==> config.mk <==
export PLATFORM = sky130hd
export DESIGN_NAME = ctrl_pipe
export DESIGN_NICKNAME = d
export VERILOG_FILES = /design/src/rtl/ctrl_pipe_pkg.sv /design/src/rtl/ctrl_decode.sv /design/src/rtl/ctrl_pipe.sv
export SDC_FILE = /design/constraint.sdc
export NUM_CORES = 1
export LEC_CHECK = 0
export CAP_MARGIN = 20
export CORE_MARGIN = 3
export CORE_UTILIZATION = 49
export DETAILED_ROUTE_END_ITERATION = 8
export PLACE_DENSITY_LB_ADDON = 0.3
export SLEW_MARGIN = 40
export SYNTH_ARGS = -nofsm -noshare
export SYNTH_HDL_FRONTEND = slang
export SYNTH_SLANG_ARGS = --single-unit
==> constraint.sdc <==
create_clock -name clk_i -period 2.4 [get_ports clk_i]
set_clock_uncertainty 0.15 [all_clocks]
set_input_delay 0.48 -clock clk_i [delete_from_list [all_inputs] [get_ports clk_i]]
set_output_delay 0.48 -clock clk_i [all_outputs]
set_load 0.005 [all_outputs]
==> src/rtl/ctrl_pipe_pkg.sv <==
// Shared opcode/function constants and per-stage control-word layouts for the
// pipelined CPU control path.
package ctrl_pipe_pkg;

   localparam logic [3:0] OPCODE_BNE   = 4'h0;
   localparam logic [3:0] OPCODE_BEQ   = 4'h1;
   localparam logic [3:0] OPCODE_BGZ   = 4'h2;
   localparam logic [3:0] OPCODE_BLZ   = 4'h3;
   localparam logic [3:0] OPCODE_ADI   = 4'h4;
   localparam logic [3:0] OPCODE_ORI   = 4'h5;
   localparam logic [3:0] OPCODE_LHI   = 4'h6;
   localparam logic [3:0] OPCODE_LWD   = 4'h7;
   localparam logic [3:0] OPCODE_SWD   = 4'h8;
   localparam logic [3:0] OPCODE_JMP   = 4'h9;
   localparam logic [3:0] OPCODE_JAL   = 4'hA;
   localparam logic [3:0] OPCODE_RTYPE = 4'hF;

   localparam logic [5:0] FUNC_ADD = 6'd0;
   localparam logic [5:0] FUNC_SUB = 6'd1;
   localparam logic [5:0] FUNC_AND = 6'd2;
   localparam logic [5:0] FUNC_ORR = 6'd3;
   localparam logic [5:0] FUNC_NOT = 6'd4;
   localparam logic [5:0] FUNC_TCP = 6'd5;
   localparam logic [5:0] FUNC_SHL = 6'd6;
   localparam logic [5:0] FUNC_SHR = 6'd7;
   localparam logic [5:0] FUNC_JPR = 6'd25;
   localparam logic [5:0] FUNC_JRL = 6'd26;
   localparam logic [5:0] FUNC_WWD = 6'd28;
   localparam logic [5:0] FUNC_HLT = 6'd29;

   localparam logic [1:0] PC_SRC_BRANCH = 2'd0;
   localparam logic [1:0] PC_SRC_JUMP   = 2'd1;
   localparam logic [1:0] PC_SRC_REG    = 2'd2;

   localparam logic [1:0] REG_DST_RT   = 2'd0;
   localparam logic [1:0] REG_DST_RD   = 2'd1;
   localparam logic [1:0] REG_DST_LINK = 2'd2;

   // alu_op carries the opcode and func the R-type function field; both are
   // zero for bubbles and illegal words. An all-zero word is a bubble.
   typedef struct packed {
      logic       alu_src;
      logic [1:0] reg_dst;
      logic [1:0] pc_src;
      logic [3:0] alu_op;
      logic [5:0] func;
      logic       mem_read;
      logic       mem_write;
      logic       reg_write;
      logic       mem_to_reg;
      logic       link;
      logic       wwd;
      logic       halt;
      logic       illegal;
      logic       valid;
   } ex_ctrl_t;

   typedef struct packed {
      logic mem_read;
      logic mem_write;
      logic reg_write;
      logic mem_to_reg;
      logic link;
      logic wwd;
      logic halt;
      logic illegal;
      logic valid;
   } mem_ctrl_t;

   typedef struct packed {
      logic reg_write;
      logic mem_to_reg;
      logic link;
      logic wwd;
      logic halt;
      logic illegal;
      logic valid;
   } wb_ctrl_t;

endpackage

==> src/rtl/ctrl_decode.sv <==
// Combinational instruction decoder: one instruction word to an EX control word
// plus an illegal flag. Illegal words decode as an all-zero NOP.
module ctrl_decode
   import ctrl_pipe_pkg::*;
#(
   parameter int unsigned WORD_SIZE = 16
) (
   input  logic [WORD_SIZE-1:0] inst_i,
   output ex_ctrl_t             ctrl_o,
   output logic                 illegal_o
);

   logic [3:0] opcode;
   logic [5:0] func;
   logic       unused_inst;

   assign opcode      = inst_i[WORD_SIZE-1 -: 4];
   assign func        = inst_i[5:0];
   // Register-specifier bits are consumed by the datapath, not by control.
   assign unused_inst = ^inst_i[WORD_SIZE-5:6];

   always_comb begin
      ctrl_o    = '0;
      illegal_o = 1'b0;
      case (opcode)
         OPCODE_BNE, OPCODE_BEQ, OPCODE_BGZ, OPCODE_BLZ: begin
            ctrl_o.pc_src = PC_SRC_BRANCH;
         end
         OPCODE_ADI, OPCODE_ORI, OPCODE_LHI: begin
            ctrl_o.alu_src   = 1'b1;
            ctrl_o.reg_dst   = REG_DST_RT;
            ctrl_o.reg_write = 1'b1;
         end
         OPCODE_LWD: begin
            ctrl_o.alu_src    = 1'b1;
            ctrl_o.mem_read   = 1'b1;
            ctrl_o.mem_to_reg = 1'b1;
            ctrl_o.reg_write  = 1'b1;
         end
         OPCODE_SWD: begin
            ctrl_o.alu_src   = 1'b1;
            ctrl_o.mem_write = 1'b1;
         end
         OPCODE_JMP: begin
            ctrl_o.pc_src = PC_SRC_JUMP;
         end
         OPCODE_JAL: begin
            ctrl_o.pc_src    = PC_SRC_JUMP;
            ctrl_o.reg_dst   = REG_DST_LINK;
            ctrl_o.link      = 1'b1;
            ctrl_o.reg_write = 1'b1;
         end
         OPCODE_RTYPE: begin
            ctrl_o.func = func;
            case (func)
               FUNC_ADD, FUNC_SUB, FUNC_AND, FUNC_ORR,
               FUNC_NOT, FUNC_TCP, FUNC_SHL, FUNC_SHR: begin
                  ctrl_o.reg_dst   = REG_DST_RD;
                  ctrl_o.reg_write = 1'b1;
               end
               FUNC_JPR: begin
                  ctrl_o.pc_src = PC_SRC_REG;
               end
               FUNC_JRL: begin
                  ctrl_o.pc_src    = PC_SRC_REG;
                  ctrl_o.reg_dst   = REG_DST_LINK;
                  ctrl_o.link      = 1'b1;
                  ctrl_o.reg_write = 1'b1;
               end
               FUNC_WWD: begin
                  ctrl_o.wwd = 1'b1;
               end
               FUNC_HLT: begin
                  ctrl_o.halt = 1'b1;
               end
               default: begin
                  illegal_o = 1'b1;
               end
            endcase
         end
         default: begin
            illegal_o = 1'b1;
         end
      endcase

      if (illegal_o) begin
         ctrl_o = '0;
      end else begin
         ctrl_o.alu_op = opcode;
      end
      ctrl_o.illegal = illegal_o;
      ctrl_o.valid   = 1'b1;
   end

endmodule

==> src/rtl/ctrl_pipe.sv <==
// Pipelined control path: decodes in ID, carries control through EX/MEM/WB,
// applies freeze/flush/stall/halt rules and counts retired instructions.
module ctrl_pipe
   import ctrl_pipe_pkg::*;
#(
   parameter int unsigned WORD_SIZE         = 16,
   parameter int unsigned CNT_WIDTH         = 16,
   parameter int unsigned BUBBLE_ON_ILLEGAL = 1
) (
   input  logic                 clk_i,
   input  logic                 rst_ni,
   input  logic [WORD_SIZE-1:0] inst_i,
   input  logic                 inst_valid_i,
   input  logic                 hazard_stall_i,
   input  logic                 freeze_i,
   input  logic                 flush_i,
   output logic                 ex_alu_src_o,
   output logic [1:0]           ex_reg_dst_o,
   output logic [1:0]           ex_pc_src_o,
   output logic [3:0]           ex_alu_op_o,
   output logic [5:0]           ex_func_o,
   output logic                 ex_valid_o,
   output logic                 mem_read_o,
   output logic                 mem_write_o,
   output logic                 mem_valid_o,
   output logic                 wb_reg_write_o,
   output logic                 wb_mem_to_reg_o,
   output logic                 wb_link_o,
   output logic                 wb_wwd_o,
   output logic                 wb_valid_o,
   output logic                 is_halted_o,
   output logic                 illegal_inst_o,
   output logic [CNT_WIDTH-1:0] retired_o
);

   ex_ctrl_t  dec_ctrl;
   logic      dec_illegal;
   ex_ctrl_t  id_ctrl;

   ex_ctrl_t  ex_d, ex_q;
   mem_ctrl_t mem_d, mem_q;
   wb_ctrl_t  wb_d, wb_q;
   logic      halt_pending_d, halt_pending_q;
   logic      is_halted_d, is_halted_q;
   logic      illegal_d, illegal_q;
   logic [CNT_WIDTH-1:0] retired_d, retired_q;

   ctrl_decode #(
      .WORD_SIZE(WORD_SIZE)
   ) u_decode (
      .inst_i   (inst_i),
      .ctrl_o   (dec_ctrl),
      .illegal_o(dec_illegal)
   );

   // An illegal word either travels as a flagged bubble or as a counted NOP.
   always_comb begin
      id_ctrl = dec_ctrl;
      if (dec_illegal && (BUBBLE_ON_ILLEGAL != 0)) begin
         id_ctrl.valid = 1'b0;
      end
   end

   always_comb begin
      ex_d           = ex_q;
      mem_d          = mem_q;
      wb_d           = wb_q;
      halt_pending_d = halt_pending_q;
      is_halted_d    = is_halted_q;
      illegal_d      = illegal_q;
      retired_d      = retired_q;

      if (!freeze_i) begin
         if (is_halted_q) begin
            ex_d  = '0;
            mem_d = '0;
            wb_d  = '0;
         end else begin
            if (flush_i || hazard_stall_i || !inst_valid_i || halt_pending_q) begin
               ex_d = '0;
            end else begin
               ex_d = id_ctrl;
            end

            mem_d.mem_read   = ex_q.mem_read;
            mem_d.mem_write  = ex_q.mem_write;
            mem_d.reg_write  = ex_q.reg_write;
            mem_d.mem_to_reg = ex_q.mem_to_reg;
            mem_d.link       = ex_q.link;
            mem_d.wwd        = ex_q.wwd;
            mem_d.halt       = ex_q.halt;
            mem_d.illegal    = ex_q.illegal;
            mem_d.valid      = ex_q.valid;

            wb_d.reg_write   = mem_q.reg_write;
            wb_d.mem_to_reg  = mem_q.mem_to_reg;
            wb_d.link        = mem_q.link;
            wb_d.wwd         = mem_q.wwd;
            wb_d.halt        = mem_q.halt;
            wb_d.illegal     = mem_q.illegal;
            wb_d.valid       = mem_q.valid;
         end

         halt_pending_d = halt_pending_q | (ex_d.valid & ex_d.halt);
         is_halted_d    = is_halted_q | (wb_q.valid & wb_q.halt);
         illegal_d      = illegal_q | wb_q.illegal;

         if (wb_q.valid && (retired_q != {CNT_WIDTH{1'b1}})) begin
            retired_d = retired_q + {{(CNT_WIDTH-1){1'b0}}, 1'b1};
         end
      end
   end

   always_ff @(posedge clk_i or negedge rst_ni) begin
      if (!rst_ni) begin
         ex_q           <= '0;
         mem_q          <= '0;
         wb_q           <= '0;
         halt_pending_q <= 1'b0;
         is_halted_q    <= 1'b0;
         illegal_q      <= 1'b0;
         retired_q      <= '0;
      end else begin
         ex_q           <= ex_d;
         mem_q          <= mem_d;
         wb_q           <= wb_d;
         halt_pending_q <= halt_pending_d;
         is_halted_q    <= is_halted_d;
         illegal_q      <= illegal_d;
         retired_q      <= retired_d;
      end
   end

   assign ex_alu_src_o    = ex_q.alu_src;
   assign ex_reg_dst_o    = ex_q.reg_dst;
   assign ex_pc_src_o     = ex_q.pc_src;
   assign ex_alu_op_o     = ex_q.alu_op;
   assign ex_func_o       = ex_q.func;
   assign ex_valid_o      = ex_q.valid;
   assign mem_read_o      = mem_q.mem_read;
   assign mem_write_o     = mem_q.mem_write;
   assign mem_valid_o     = mem_q.valid;
   assign wb_reg_write_o  = wb_q.reg_write;
   assign wb_mem_to_reg_o = wb_q.mem_to_reg;
   assign wb_link_o       = wb_q.link;
   assign wb_wwd_o        = wb_q.wwd;
   assign wb_valid_o      = wb_q.valid;
   assign is_halted_o     = is_halted_q;
   assign illegal_inst_o  = illegal_q;
   assign retired_o       = retired_q;

endmodule

==> run summary, run 1 <==
The via count came out at 1997. The largest fanout of any net on the critical path came out at 17. The number of nets handed over by synthesis was 268. The first-pass GRT wire length came out at 9.011 mm.

The tree is rooted in a sky130_fd_sc_hd__clkbuf_8. The count of maximum capacitance violations is 0. The standard cell with the maximum stage delay on the critical path is sky130_fd_sc_hd__dfrtp_1. Yosys printed 0 warnings. In the layout the commonest cells are sky130_fd_sc_hd__dfrtp_1 (57), sky130_fd_sc_hd__clkdlybuf4s50_1 (55), sky130_fd_sc_hd__nand2_1 (27). The type of the setup path with the least slack is reg -> out. The area of the die is 6285 um^2. The number of nets in the final layout is 325. The synthesized design contains 57 register bits. On the worst path, the slowest cell contributes a delay of 610 ps.

In the finished design, the share of the clock period the worst path needs comes to 90.10%. The overall power after layout came out at 0.002218 W. The count of routing violations after the opening detailed-route iteration came out at 96. The top cell type by area accounts for 54.21% of the synthesized area.

The met2 layer wire length in the routed design is 2.601 mm. The data arrival at the endpoint of the critical path is 1530 ps. The via count of the first global-routing pass came out at 1975.

64 I/O pins were placed. After floorplanning, the core was divided into 26 placement rows. The total power divided by cell area came out at 642.3 nW/um^2. The maximum number of pins on one net before global-route repair came out at 58. The number of clock buffers inserted by TritonCTS came out at 9. The clock tree from TritonCTS is built. The worst setup path is launched from a flip-flop. The placed instance area is 3236 um^2. The count of H-tree levels built during CTS is 3.

The clock tree buffer depth is 2. Input and output buffers added on the ports amount to 57. The max-slew violation count came to 0. The portion of the post-synthesis area used by sequential elements came out at 54.21%.

After detailed routing, the met3 layer carries 249 um of wire. The source-to-sink clock delay at the later pin of the worst-skew pair is 330 ps. For this configuration, the core starts out at a cell density of 51.19%. The setup TNS is 0 ps. The top routing layer in use is met4. The flow ran to the end, and the final reports show no timing, DRC or antenna violations.

The minimum clock period is 2162 ps. The worst-case vdd ir drop came out at 0.3775 mV. The repair_antennas step left the layout with diodes totalling 0. For this run the aggregate overflow at the end of global routing stands at 0. The wire-length estimate of the detail-placed layout is 3.733 mm. The final design instance area without fill came out at 3453 um^2. The number of buffer and inverter stages on the critical path came out at 1. Leaving out fill and tap cells, the most frequent cell in the layout is sky130_fd_sc_hd__dfrtp_1. The instance count of the mapped netlist is 245. The first-pass iteration count of the detailed router came out at 4.

The worst-case setup slack after placement is 101.2 ps. The actual slew at the worst max-slew pin came out at 501.9 ps. The proportion of layout cells with a drive suffix above 1 is 12.38%. The leakage component of the power is 1.557 nW. Grouping stages by cell kind, the critical path spends the most delay in flip-flops. The sum of routed wire length over all layers is 5.288 mm. The floorplan die width is 79.28 um.

The final antenna-violating net count is 0. Global routing used 18.75% of the available tracks. The initial antenna violation count came to 0. The DRC violation count after routing is 0.

The worst setup path is captured at an output pin. In the final routed layout, each cell accounts on average for 14.03 um. The count of endpoints failing setup in the final report is 0. The number of hold violations in the final report came out at 0. The cell type contributing the most total cell area after synthesis is sky130_fd_sc_hd__dfrtp_1.

The count of cell types in the netlist came out at 47. The number of setup buffers added after CTS came out at 0. The fmax is 462.4 MHz.

Traced cell by cell, the critical path runs through clkdlybuf4s50_1. The placer's final routability congestion estimate is 0.8387. The CTS clock-pin slew for the worst setup and hold paths is 60 ps. The count of clock tree sinks is 57. The die is 79.28 um tall. After synthesis the cells add up to 2631 um^2. The total routed wire length on the met1 layer is 2.406 mm. The average instance in the mapped netlist occupies 10.74 um^2. At the worst endpoint, the required time is 1770 ps. Setup repair after global routing left no endpoint under its margin.

In this run the worst hold path is classified as reg -> reg. Headroom to the max-slew limit came out at 66.29%. The number of fillers in the final layout came out at 424. The worst path meets setup with 237.5 ps of slack. The area added between synthesis and finish is 31.24%. In the post-synthesis netlist, the biggest area contributors are sky130_fd_sc_hd__dfrtp_1 (54%), sky130_fd_sc_hd__a22o_1 (4.3%), sky130_fd_sc_hd__buf_4 (4.0%). The post-detailed-route via-to-cell ratio is 5.297. The core area came out at 5140 um^2.
## where the power goes
part	switching (W)	internal, W
logic	0.000101	0.000150
registers	0.0000487	0.00100
clock network	0.000354	0.000564
total	0.000504	0.00171
## synth_stat cells, drive strengths merged
cell type and n:
a21o 4, a21oi 4, a221o 1, a22o 13, a311oi 1, a31oi 1, a32o 1, and2 1
and3 2, and3b 1, and4b 1, buf 19, clkbuf 5, dfrtp 57, ha 1, inv 3
mux2 3, mux2i 1, nand2 27, nand2b 13, nand3 5, nand3b 2, nand4 7, nand4b 2
nor2 11, nor2b 3, nor3 7, nor3b 1, nor4 4, nor4b 1, o21a 1, o21ai 20
o31ai 2, o32ai 1, or2 1, or3 3, or4 1, xnor2 3, xor2 11
## per-stage QoR
stage | util [%] | hold WS [ps] | cells
6_report | 67.19 | 311.4 | 377
5_1_grt | 67.19 | 327.5 | 377
4_1_cts | 67.19 | 311.9 | 377
3_5_place_dp | 62.95 | 298.2 | 360
3_3_place_gp | 62.95 | 291.2 | 360
2_1_floorplan | - | 34.41 | 245
## registers in the layout, indices dropped and copies added, names as in the netlist
| register | cells |
|---|---|
| is_halted_o | 1 |
| mem_write_o | 1 |
| mem_read_o | 1 |
| ex_q | 7 |
| wb_q | 2 |
| ex_alu_op_o | 4 |
| halt_pending_q | 1 |
| ex_reg_dst_o | 2 |
| wb_reg_write_o | 1 |
| mem_valid_o | 1 |
| retired_o | 16 |
| ex_pc_src_o | 2 |
| illegal_inst_o | 1 |
| ex_alu_src_o | 1 |
| wb_link_o | 1 |
| wb_mem_to_reg_o | 1 |
| ex_valid_o | 1 |
| mem_q | 5 |
| wb_valid_o | 1 |
| ex_func_o | 6 |
| wb_wwd_o | 1 |
## timing repair
item                                   4_1_cts  5_1_grt
gates resized for setup                      0        0
endpoints found under the hold margin       57        0
hold buffers                                 1        0
## metal layers
layer  vias up  global-route usage, %
met4         0                  7.732
met2        50                  30.22
met3         2                  7.029
met5         -                      0
li1        976                      -
met1       969                  22.60
## worst paths after layout
| kind | start | to | slack [ps] | cells after the start |
|---|---|---|---|---|
| min reg2reg | halt_pending_q$_DFFE_PN0N_ | halt_pending_q$_DFFE_PN0N_ | 310 | 1 |
| min | halt_pending_q$_DFFE_PN0N_ | halt_pending_q$_DFFE_PN0N_ | 310 | 1 |
| max reg2reg | retired_o[0]$_DFFE_PN0P_ | retired_o[1]$_DFFE_PN0P_ | 260 | 5 |
| max in group asynchronous | rst_ni | ex_func_o[1]$_DFFE_PN0N_ | 1310 | 3 |
| min in group asynchronous | rst_ni | retired_o[7]$_DFFE_PN0P_ | 540 | 3 |
| max | is_halted_o$_DFFE_PN0N_ | is_halted_o | 240 | 1 |
## kinds of logic (layout without fill, tap and decap cells)
family                     after synthesis  count (layout)  share of synthesized area, %
xor gates and xnor gates                14              14                         4.660
buffers and inverters                   27              89                         5.991
AOI/OAI and AO/OA                       49              49                         13.22
muxes                                    4               4                         1.807
DFF                                     57              57                         54.21
adders and majority gates                1               1                        0.4754
and+or+nand+nor                         93              93                         19.64
## final cells by class
type                    instances  area (um^2)  area share [%]
clock buffers                  14        172.7           5.000
clock inverters                 2        35.03           1.014
multi-input cells             161         1047           30.33
inverters                       3        11.26          0.3261
well taps                      70        87.58           2.536
repair buffers                 70        673.1           19.49
flip-flops and latches         57         1426           41.30
No activity file was read; power rests on OpenSTA's default activity.
==> inputs of run 2 (changes only) <==
Settings changed: ABC_AREA set to 1, CORE_UTILIZATION 49 to 52, CTS_BUF_LIST set to sky130_fd_sc_hd__clkbuf_4 sky130_fd_sc_hd__clkbuf_8, SLEW_MARGIN 40 to not set.
==> run 2 against run 1 <==
- via count is 16% higher
- synthesized cell count is 38% higher
- design area up 4.9%
- core utilization up 2.0 points
- global-route usage is 2.3 points higher
- die area increased by 3.5%
- register-to-register slack improved by 320 ps
- power fell by 9.7%
- non-clock buffer count down 7
- worst setup slack improved by 220 ps
- critical path type is now in -> reg
- largest power group unchanged
==> run summary, run 2 <==
The DRC violation count after routing came out at 0 (unchanged). The number of fillers in the final layout is 424 (unchanged). The floorplan die width came out at 80.67 um (+1.7%). The mean cell area of the mapped netlist came to 8.602 um^2 (-20%).

The largest fanout of any net on the critical path is 12 (-5). The number of flip-flops under the largest register name is 16 (unchanged). The number of placement rows is 26 (unchanged). The summed instance area of the synthesized netlist is 2899 um^2 (+10%). The number of buffer and inverter stages on the critical path came out at 2 (+1). Among all flip-flop cells after synthesis, the most frequent one is sky130_fd_sc_hd__dfrtp_1. The tightest min-delay check is of the reg -> reg type. The core area came out at 5238 um^2 (+1.9%). The source-to-sink clock delay at the later pin of the worst-skew pair came to 340 ps (about the same). The post-synthesis sequential element count is 57 (unchanged). The via count is 2321 (+16%). Ranked by total cell area, the synthesized netlist is headed by sky130_fd_sc_hd__dfrtp_1 (49%), sky130_fd_sc_hd__nand2_1 (10%), sky130_fd_sc_hd__inv_1 (6.0%). The number of nets in the final layout came out at 412 (+27%). The area added between synthesis and finish is 24.99%. Walking the worst path, the cells encountered are clkdlybuf4s50_1 > nor2_1 > inv_1 > nor2_2 > nand2_4 > o21ai_0. The number of enable-type register cells in the synthesized netlist came out at 0 (unchanged). The final period utilization is 81.03% (-9.1 points). The combined area of the multi-input logic cells is 1110 um^2 (+6.0%).

The number of clock buffers inserted by TritonCTS came out at 9 (unchanged). The setup TNS is 0 ps (unchanged). The worst-case register-to-register setup slack came out at 580 ps (+320 ps). The aggregate global routing overflow was 0 (unchanged).

The maximum number of pins on one net before global-route repair is 58 (unchanged). The root buffer cell chosen for the clock tree is sky130_fd_sc_hd__clkbuf_8. The total power divided by cell area came out at 553.1 nW/um^2 (-14%).

The effective utilization at floorplan came out at 55.35% (+4.2 points). The count of yosys warnings during synthesis came out at 0 (unchanged). The max-slew violation count is 0 (unchanged). STA classifies the critical path endpoint as a flip-flop. Setup repair after global routing left no endpoint under its margin.

The instance count of the mapped netlist is 337 (+38%). The count of buffers from port buffering is 57 (unchanged). The run finished with clean final reports. The worst-case vdd ir drop came to 0.3983 mV (+5.5%). The antenna cell count is 0 (unchanged).

The count of endpoints failing setup in the final report came out at 0 (unchanged). The area of the die is 6507 um^2 (+3.5%). The detail-routed net length per standard cell came out at 12.83 um (-8.5%). The count of H-tree levels built during CTS is 3 (unchanged). The number of cells upsized or downsized after cts came out at 0 (unchanged). The all-layer global routing usage is 21.01% (+2.3 points).

The delay of the slowest critical-path stage came to 520 ps (-90 ps). TritonCTS built the clock tree. The count of clock tree sinks is 57 (unchanged). The first-pass iteration count of the detailed router is 4 (unchanged). Summed over all instances, the cell type with the most area after synthesis is sky130_fd_sc_hd__dfrtp_1. The share of the synthesized area in the top cell type is 49.20% (-5.0 points). The fmax is 514.2 MHz (+11%). The count of maximum capacitance violations came out at 0 (unchanged). The leakage component of the power is 1.665 nW (+6.9%). Broken down by cell family, the worst path's largest delay share belongs to simple AND/OR/NAND/NOR gates. The proportion of layout cells with a drive suffix above 1 came out at 13.96% (+1.6 points). The placer's final routability congestion estimate came out at 0.8580 (+2.3%). The data arrival at the endpoint of the critical path came out at 2050 ps (+520 ps). In the layout the commonest cells are sky130_fd_sc_hd__nand2_1 (78), sky130_fd_sc_hd__dfrtp_1 (57), sky130_fd_sc_hd__clkdlybuf4s50_1 (56). The net count of the mapped netlist is 360 (+34%). The number of hold violations in the final report is 0 (unchanged).

The die boundary height came out at 80.67 um (+1.7%). The actual slew at the worst max-slew pin was 506.2 ps (+4.352 ps). The sum of net half-perimeters after detailed placement came to 4.353 mm (+17%). The CTS clock-pin slew for the worst setup and hold paths is 60 ps (about the same). The tightest slew margin relative to the limit came out at 66.22% (-0.076 points). The top-level port count came to 64 (unchanged). The minimum clock period is 1945 ps (-217.7 ps). The cts-stage hold buffer count is 1 (unchanged).

The count of routing violations after the opening detailed-route iteration is 128 (+33%). The final antenna-violating net count is 0 (unchanged). The most common cell in the synthesized netlist is sky130_fd_sc_hd__nand2_1.

The clock tree buffer depth was 2 (unchanged). On the critical path, the stage with the largest delay is an instance of sky130_fd_sc_hd__clkdlybuf4s50_1. The number of setup buffers added after CTS came out at 0 (unchanged). The initial antenna violation count is 0 (unchanged).

The worst path setup slack after routing came to 455.2 ps (+217.7 ps). The sequential standard cell area came out at 1426 um^2 (unchanged). The most frequent standard cell in the layout excluding fill and tap cells is sky130_fd_sc_hd__nand2_1.

The count of cell types in the netlist came out at 31 (-34%). The data required time of the worst path is 2510 ps (+740 ps). The first-pass GRT wire length came out at 10.31 mm (+14%).

STA classifies the critical path startpoint as an input port. The via count of the first global-routing pass came out at 2285 (+16%). The portion of the post-synthesis area used by sequential elements came out at 49.20% (-5.0 points). The worst-case setup slack after placement is 93.25 ps (-7.991 ps). The worst setup path is of the in -> reg kind. The sum of routed wire length over all layers is 5.955 mm (+13%). In the synthesized netlist, the cells that appear most often are sky130_fd_sc_hd__nand2_1 (78), sky130_fd_sc_hd__dfrtp_1 (57), sky130_fd_sc_hd__inv_1 (46). The post-detailed-route via-to-cell ratio is 5.002 (-5.6%). The proportion of synthesized flip-flops having asynchronous set or reset is 100.0% (unchanged).
-- run 2: changes by cell type after synthesis, moves of 7 or more --
cell / before / now
sky130_fd_sc_hd__o21ai_2: 0 / 15
sky130_fd_sc_hd__o22ai_1: 0 / 7
sky130_fd_sc_hd__nand3_1: 5 / 18
sky130_fd_sc_hd__nor2_1: 11 / 20
sky130_fd_sc_hd__nand2b_1: 13 / 0
sky130_fd_sc_hd__a22o_1: 13 / 0
sky130_fd_sc_hd__nand2_2: 0 / 7
sky130_fd_sc_hd__inv_1: 3 / 46
sky130_fd_sc_hd__nand2_1: 27 / 78
-- run 2: cell families after synthesis --
logic type                 after synthesis  share of synthesized area [%]
DFF                                     57                          49.20
xor gates and xnor gates                13                          3.928
buffers and inverters                   72                          12.52
adders and majority gates                1                         0.4315
AOI/OAI and AO/OA                       46                          10.40
and+or+nand+nor                        148                          23.52
-- run 2: per-layer routing --
metal,up-vias,share of wire [%],GRT usage [%]
met1,1109,46,27.52
met3,9,4.6,5.942
met4,0,1.7,8.277
met5,-,0,0
li1,1153,-,-
met2,50,47,32.86
-- run 2: per-stage QoR --
| stage | power (W) | instances | utilization [%] | hold WS [ps] | instance area (um^2) |
|---|---|---|---|---|---|
| after detailed placement | 0.001207 | 447 | 65.53 | 304.0 | 3432 |
| after global routing | 0.002093 | 464 | 69.18 | 340.5 | 3623 |
| after floorplan | 0.001098 | 337 | - | 34.41 | 2899 |
| after global placement | 0.001202 | 447 | 65.53 | 298.1 | 3432 |
| after CTS | 0.002030 | 464 | 69.18 | 321.1 | 3623 |
| final | 0.002004 | 464 | 69.18 | 321.1 | 3623 |
-- run 2: layout make-up --
type | instances | share of cell area [%]
Multi-Input combinational cell | 208 | 30.63
Clock buffer | 13 | 4.593
Timing Repair Buffer | 63 | 17.27
Inverter | 50 | 5.318
Clock inverter | 3 | 0.4144
Tap cell | 70 | 2.417
Sequential cell | 57 | 39.36
-- run 2: worst register-to-register path, delay by kind of cell, from the launching register on --
family | cells | cell delay [ps]
fa+ha+maj | 1 | 250
buf+inv | 1 | 60
flops | 1 | 430
simple gates | 9 | 820
-- run 2: final timing paths --
path,from,end,depth (start not counted)
min in group asynchronous,rst_ni,retired_o[9]$_DFFE_PN0P_,3
max reg2reg,retired_o[0]$_DFFE_PN0P_,retired_o[7]$_DFFE_PN0P_,11
max,freeze_i,ex_func_o[2]$_DFFE_PN0N_,6
min reg2reg,halt_pending_q$_DFFE_PN0N_,halt_pending_q$_DFFE_PN0N_,2
min,halt_pending_q$_DFFE_PN0N_,halt_pending_q$_DFFE_PN0N_,2
max in group asynchronous,rst_ni,ex_reg_dst_o[1]$_DFFE_PN0N_,3
-- run 2: power breakdown --
group / leakage, nW / internal [W] / switching, W
clock: 0.100 / 0.000449 / 0.000367
combinational: 0.806 / 0.0000884 / 0.000103
sequential: 0.759 / 0.000979 / 0.0000183
